--- config.mk ---
export PLATFORM = sky130hd
export DESIGN_NAME = mc_control_fsm
export DESIGN_NICKNAME = d
export VERILOG_FILES = /design/src/rtl/mc_control_fsm_pkg.sv /design/src/rtl/mc_control_fsm_aludec.sv /design/src/rtl/mc_control_fsm.sv
export SDC_FILE = /design/constraint.sdc
export NUM_CORES = 1
export LEC_CHECK = 0
export CAP_MARGIN = 20
export CORE_ASPECT_RATIO = 1.4
export CORE_MARGIN = 8
export CORE_UTILIZATION = 48
export CTS_BUF_LIST = sky130_fd_sc_hd__clkbuf_16
export DETAILED_ROUTE_END_ITERATION = 8
export GPL_ROUTABILITY_DRIVEN = 0
export PLACE_DENSITY = 0.83
export SETUP_SLACK_MARGIN = 0.5
export SLEW_MARGIN = 20
export SYNTH_ARGS = -nofsm -noshare
export SYNTH_HDL_FRONTEND = slang
export SYNTH_HIERARCHICAL = 1
export SYNTH_SLANG_ARGS = --single-unit
--- constraint.sdc ---
create_clock -name clk -period 5.3 [get_ports clk]
set_clock_uncertainty 0.15 [all_clocks]
set_input_delay 1.06 -clock clk [delete_from_list [all_inputs] [get_ports clk]]
set_output_delay 1.06 -clock clk [all_outputs]
set_load 0.01 [all_outputs]
--- src/rtl/mc_control_fsm_pkg.sv ---
// Shared MIPS declarations: opcodes, funct codes, FSM state and ALU-op encodings,
// plus the per-state control decode used by the multicycle controller.
package mips_decls_p;

  typedef enum logic [5:0] {
    RTYPE = 6'b000000,
    J     = 6'b000010,
    BEQ   = 6'b000100,
    BNE   = 6'b000101,
    ADDI  = 6'b001000,
    ORI   = 6'b001101,
    LW    = 6'b100011,
    SW    = 6'b101011
  } opcode_t;

  typedef logic [5:0] funct_t;
  localparam funct_t F_ADD = 6'b100000;
  localparam funct_t F_SUB = 6'b100010;
  localparam funct_t F_AND = 6'b100100;
  localparam funct_t F_OR  = 6'b100101;
  localparam funct_t F_SLT = 6'b101010;

  typedef enum logic [3:0] {
    FETCH = 4'd0, DECODE, MEMADR, MEMRD, MEMWB, MEMWR, EXECUTE,
    ALUWB, BRANCH, IEXEC, IWB, JUMP, HALT
  } statetype_t;

  typedef enum logic [1:0] {ALU_ADD, ALU_SUB, ALU_FUNCT, ALU_OR} aluop_t;

  typedef struct packed {
    logic       iord;
    logic       irwrite;
    logic       memwrite;
    logic       regwrite;
    logic       regdst;
    logic       memtoreg;
    logic       alusrca;
    logic [1:0] alusrcb;
    logic [1:0] pcsrc;
    logic       sign;
    logic       illegal;
    logic       pcwrite;
    logic       branch;
    logic       branchne;
    aluop_t     aluop;
  } ctrl_t;

  // Moore decode; op only matters for states whose action depends on the instruction.
  function automatic ctrl_t ctrl_decode(statetype_t s, opcode_t op);
    ctrl_t c;
    c       = '0;
    c.sign  = 1'b1;
    c.aluop = ALU_ADD;
    case (s)
      FETCH:   begin c.alusrcb = 2'b01; c.irwrite = 1'b1; c.pcwrite = 1'b1; end
      DECODE:  c.alusrcb = 2'b11;
      MEMADR:  begin c.alusrca = 1'b1; c.alusrcb = 2'b10; end
      MEMRD:   c.iord = 1'b1;
      MEMWB:   begin c.memtoreg = 1'b1; c.regwrite = 1'b1; end
      MEMWR:   begin c.iord = 1'b1; c.memwrite = 1'b1; end
      EXECUTE: begin c.alusrca = 1'b1; c.aluop = ALU_FUNCT; end
      ALUWB:   begin c.regdst = 1'b1; c.regwrite = 1'b1; end
      BRANCH: begin
        c.alusrca  = 1'b1;
        c.aluop    = ALU_SUB;
        c.pcsrc    = 2'b01;
        c.branch   = (op == BEQ);
        c.branchne = (op == BNE);
      end
      IEXEC: begin
        c.alusrca = 1'b1;
        c.alusrcb = 2'b10;
        if (op == ORI) begin
          c.aluop = ALU_OR;
          c.sign  = 1'b0;
        end
      end
      IWB:     c.regwrite = 1'b1;
      JUMP:    begin c.pcsrc = 2'b10; c.pcwrite = 1'b1; end
      HALT:    c.illegal = 1'b1;
      default: ;
    endcase
    return c;
  endfunction

endpackage

--- src/rtl/mc_control_fsm_aludec.sv ---
// ALU decoder: maps the controller's aluop (and funct for R-type) to the ALU op code.
module aludec
  import mips_decls_p::*;
(
  input  aluop_t     aluop,
  input  funct_t     funct,
  output logic [2:0] alucontrol
);

  always_comb begin
    alucontrol = 3'b010;
    case (aluop)
      ALU_ADD: alucontrol = 3'b010;
      ALU_SUB: alucontrol = 3'b110;
      ALU_OR:  alucontrol = 3'b001;
      default: begin
        case (funct)
          F_ADD:   alucontrol = 3'b010;
          F_SUB:   alucontrol = 3'b110;
          F_AND:   alucontrol = 3'b000;
          F_OR:    alucontrol = 3'b001;
          F_SLT:   alucontrol = 3'b111;
          default: alucontrol = 3'b010;
        endcase
      end
    endcase
  end

endmodule

--- src/rtl/mc_control_fsm.sv ---
// Multicycle main controller: one state per clock, controls registered from the
// next-state decode so they always reflect the current state without glitches.
module mc_control_fsm
  import mips_decls_p::*;
#(
  parameter bit TRAP_ON_ILLEGAL = 1'b0
) (
  input  logic       clk,
  input  logic       reset,
  input  opcode_t    opcode,
  input  funct_t     funct,
  input  logic       zero,
  output logic       pcen,
  output logic       iord,
  output logic       irwrite,
  output logic       memwrite,
  output logic       regwrite,
  output logic       regdst,
  output logic       memtoreg,
  output logic       alusrca,
  output logic [1:0] alusrcb,
  output logic [1:0] pcsrc,
  output logic       sign,
  output logic [2:0] alucontrol,
  output logic       illegal,
  output logic [3:0] state
);

  statetype_t st, nst;
  ctrl_t      ctl;

  always_comb begin
    nst = FETCH;
    case (st)
      FETCH:  nst = DECODE;
      DECODE: begin
        case (opcode)
          LW, SW:    nst = MEMADR;
          RTYPE:     nst = EXECUTE;
          BEQ, BNE:  nst = BRANCH;
          ADDI, ORI: nst = IEXEC;
          J:         nst = JUMP;
          default:   nst = TRAP_ON_ILLEGAL ? HALT : FETCH;
        endcase
      end
      MEMADR:  nst = (opcode == LW) ? MEMRD : MEMWR;
      MEMRD:   nst = MEMWB;
      EXECUTE: nst = ALUWB;
      IEXEC:   nst = IWB;
      HALT:    nst = HALT;
      default: nst = FETCH;
    endcase
  end

  // Outputs register alongside the state so reset immediately presents FETCH controls.
  always_ff @(posedge clk or posedge reset) begin
    if (reset) begin
      st  <= FETCH;
      ctl <= ctrl_decode(FETCH, opcode);
    end else begin
      st  <= nst;
      ctl <= ctrl_decode(nst, opcode);
    end
  end

  aludec u_aludec (
    .aluop      (ctl.aluop),
    .funct      (funct),
    .alucontrol (alucontrol)
  );

  // Only registered terms gate zero, so pcen cannot rise outside FETCH/JUMP/BRANCH.
  assign pcen     = ctl.pcwrite | (ctl.branch & zero) | (ctl.branchne & ~zero);
  assign iord     = ctl.iord;
  assign irwrite  = ctl.irwrite;
  assign memwrite = ctl.memwrite;
  assign regwrite = ctl.regwrite;
  assign regdst   = ctl.regdst;
  assign memtoreg = ctl.memtoreg;
  assign alusrca  = ctl.alusrca;
  assign alusrcb  = ctl.alusrcb;
  assign pcsrc    = ctl.pcsrc;
  assign sign     = ctl.sign;
  assign illegal  = ctl.illegal;
  assign state    = st;

endmodule

==> run_results.csv <==
group,metric,value,unit
placement,hpwlAfterDp,2.03,mm
setup_path,crit_type,"in -> out",
drt,vias,944,
synth,synth-async-reset-ratio,100,%
timing,finalHoldViolCount,0,
global_routing,antenna_found_initial,0,
synth,synth_area,1110,µm²
timing,max_freq,265,MHz
drt,drc,0,
global_routing,overflow,0,
clock_network,clk_latency,0.25,ns
pwr,p_leak,0.622,nW
clock_network,cts_setup_buffers,0,
setup_path,timing.critical_path.required,4.09,ns
pwr,max-vdd-ir-drop,0.000228,V
synth,seq_area_frac_synth,50.1,%
run,cap_violations,0,
clock_network,tritoncts,"built",
drt,drt_first_pass_iters,4,
die,dieWidth,56.6,µm
timing,drv_slew,0,
setup_path,crit_chain,"clkdlybuf4s50_1 > nor3b_2 > nand4_1 > o21ai_0 > clkdlybuf4s50_1",
clock_network,clk_pin_slew,0.05,ns
clock_network,cts-buffers-inserted,3,
synth,synthCells,109,
die,rows,20,
global_routing,grt_use_total,13.2,%
synth,ys.warnings.count,6,
clock_network,cts-root-buf,"clkbuf_16",
global_routing,grt_pass1_vias,942,
timing,tightest_slew,0.768,ns
pwr,power_density,382,nW/µm²
clock_network,clock-sinks,22,
timing,setup-tns-final,0,ns
global_routing,grt_first_pass_wirelength,4.30,mm
clock_network,postCtsHoldBufs,0,
placement,post_dp_cell_area,1430,µm²
cells_and_area,layout_commonest_cell,"clkdlybuf4s50_1",
die,die_h,72.9,µm
hold_path,hp-class,"reg -> reg",
synth,synth_edf_count,0,
clock_network,cts_htree_levels,1,
drt,via_per_inst,5.83,
setup_path,critPathSlowestCell,"clkdlybuf4s50_1",
cells_and_area,final_nets,156,
status,status,"finished clean",
die,floorplan.initialDensity,50.9,%
setup_path,crit_top_cell,"clkdlybuf4s50_1",
global_routing,grt_max_degree,23,
die,coreArea,2180,µm²
cells_and_area,drive_gt1_share,10.7,%
cells_and_area,area_growth,36.3,%
clock_network,post_cts_resized,0,
timing,rsz0062_at_grt,"no",
timing,slew-limit-headroom,48.7,%
setup_path,critPathCaptureType,"primary output",
die,dieArea,4120,µm²
cells_and_area,diodes,0,
setup_path,slowest_delay,0.56,ns
timing,post-route-period-util,71.1,%
drt,drt_iter0_drc,21,
cells_and_area,mostFrequentLayoutCells,"clkdlybuf4s50_1 (35), dfrtp_1 (18), nor2_1 (11)",
cells_and_area,postLayoutCellArea,1510,µm²
synth,synth-seq-cells,22,
drt,final_antenna_net_count,0,
synth,synthFlopType,"dfrtp_1",
synth,syn_nets,124,
setup_path,arrival,2.56,ns
synth,syn_area_per_cell,10.2,µm²
die,ios,36,
timing,layout_min_cycle_time,3.77,ns
placement,port_buffers,35,
drt,wire_per_inst,16.2,µm
synth,synthDistinctLibCells,38,
clock_network,clock_path_buffers,2,
timing,finalSetupViolations,0,
drt,wl,2.63,mm
setup_path,worst-path-max-fanout,2,
setup_path,start_kind,"input pin",
final timing paths:
kind / start / endpoint / slack (ns) / cells past startpoint
max: funct[1] / alucontrol[2] / 1.53 / 5
min: state[2]$_DFF_PP0_ / iord$_DFF_PP0_ / 0.44 / 1
max reg2reg: state[0]$_DFF_PP0_ / ctl[4]$_DFF_PP1_ / 2.93 / 6
min reg2reg: state[2]$_DFF_PP0_ / iord$_DFF_PP0_ / 0.44 / 1
max in group asynchronous: reset / alusrcb[1]$_DFF_PP0_ / 3.42 / 2
min in group asynchronous: reset / memtoreg$_DFF_PP0_ / 1.10 / 2
critical path: cells and delay by family:
family / cells / cell delay, ns
and+or+nand+nor: 2 / 0.37
AOI/OAI and AO/OA: 1 / 0.08
buffers and inverters: 2 / 1.05
Yosys cell counts (2+ instances only):
library cell / n / share of area, %
nand4_1: 2 / 1.1
nand2b_1: 5 / 2.8
nor3b_2: 2 / 2.3
nand2_1: 2 / 0.68
buf_4: 4 / 2.7
nor3_1: 8 / 3.6
or3_1: 3 / 1.7
inv_1: 7 / 2.4
nand3_1: 3 / 1.4
a221oi_2: 2 / 2.7
clkbuf_1: 2 / 0.68
o21ai_0: 2 / 0.90
nor2b_1: 4 / 2.3
or2_2: 2 / 1.1
dfstp_2: 4 / 9.5
dfrtp_1: 18 / 41
a21oi_1: 8 / 3.6
nor2_1: 11 / 3.7
logic make-up after synthesis:
kind of cell | count (synthesis) | share of synthesized area (%)
flops | 22 | 50.1
simple gates | 51 | 27.1
xor+xnor | 1 | 0.790
compound gates | 20 | 14.8
buf+inv | 15 | 7.22
final cells by class:
type,count,area (µm²)
Clock buffer,3,75.1
Clock inverter,1,3.75
Fill cell,170,666
Inverter,7,26.3
Multi-Input combinational cell,72,473
Sequential cell,22,556
Tap cell,22,27.5
Timing Repair Buffer,35,350
routing by layer:
metal  GRT usage (%)  part of all wire, %  up-vias
met5               0                    0        -
met3            4.36                  7.3        7
met1            13.6                   37      464
met4            9.12                  3.2        0
met2            22.0                   53       29
li1                -                    -      444
sequential cells by signal (all words and copies together), names as in the netlist, 2 cells and up:
register  cells
alusrcb       2
pcsrc         2
state         4
ctl           5
per-stage QoR:
step | hold WS [ns] | worst slack [ns] | utilization [%] | power, mW | instances
2_1_floorplan | 0.397 | 2.39 | - | 0.340 | 109
3_3_place_gp | 0.407 | 1.60 | 65.8 | 0.413 | 158
3_5_place_dp | 0.432 | 1.53 | 65.8 | 0.422 | 158
4_1_cts | 0.441 | 1.53 | 69.4 | 0.580 | 162
5_1_grt | 0.470 | 1.45 | 69.4 | 0.605 | 162
6_report | 0.440 | 1.53 | 69.4 | 0.577 | 162
power by group:
group          internal (mW)  switching (mW)
registers              0.205          0.0232
clock network          0.101          0.0558
logic                 0.0931          0.0998
(Power assumes the default switching activity.)
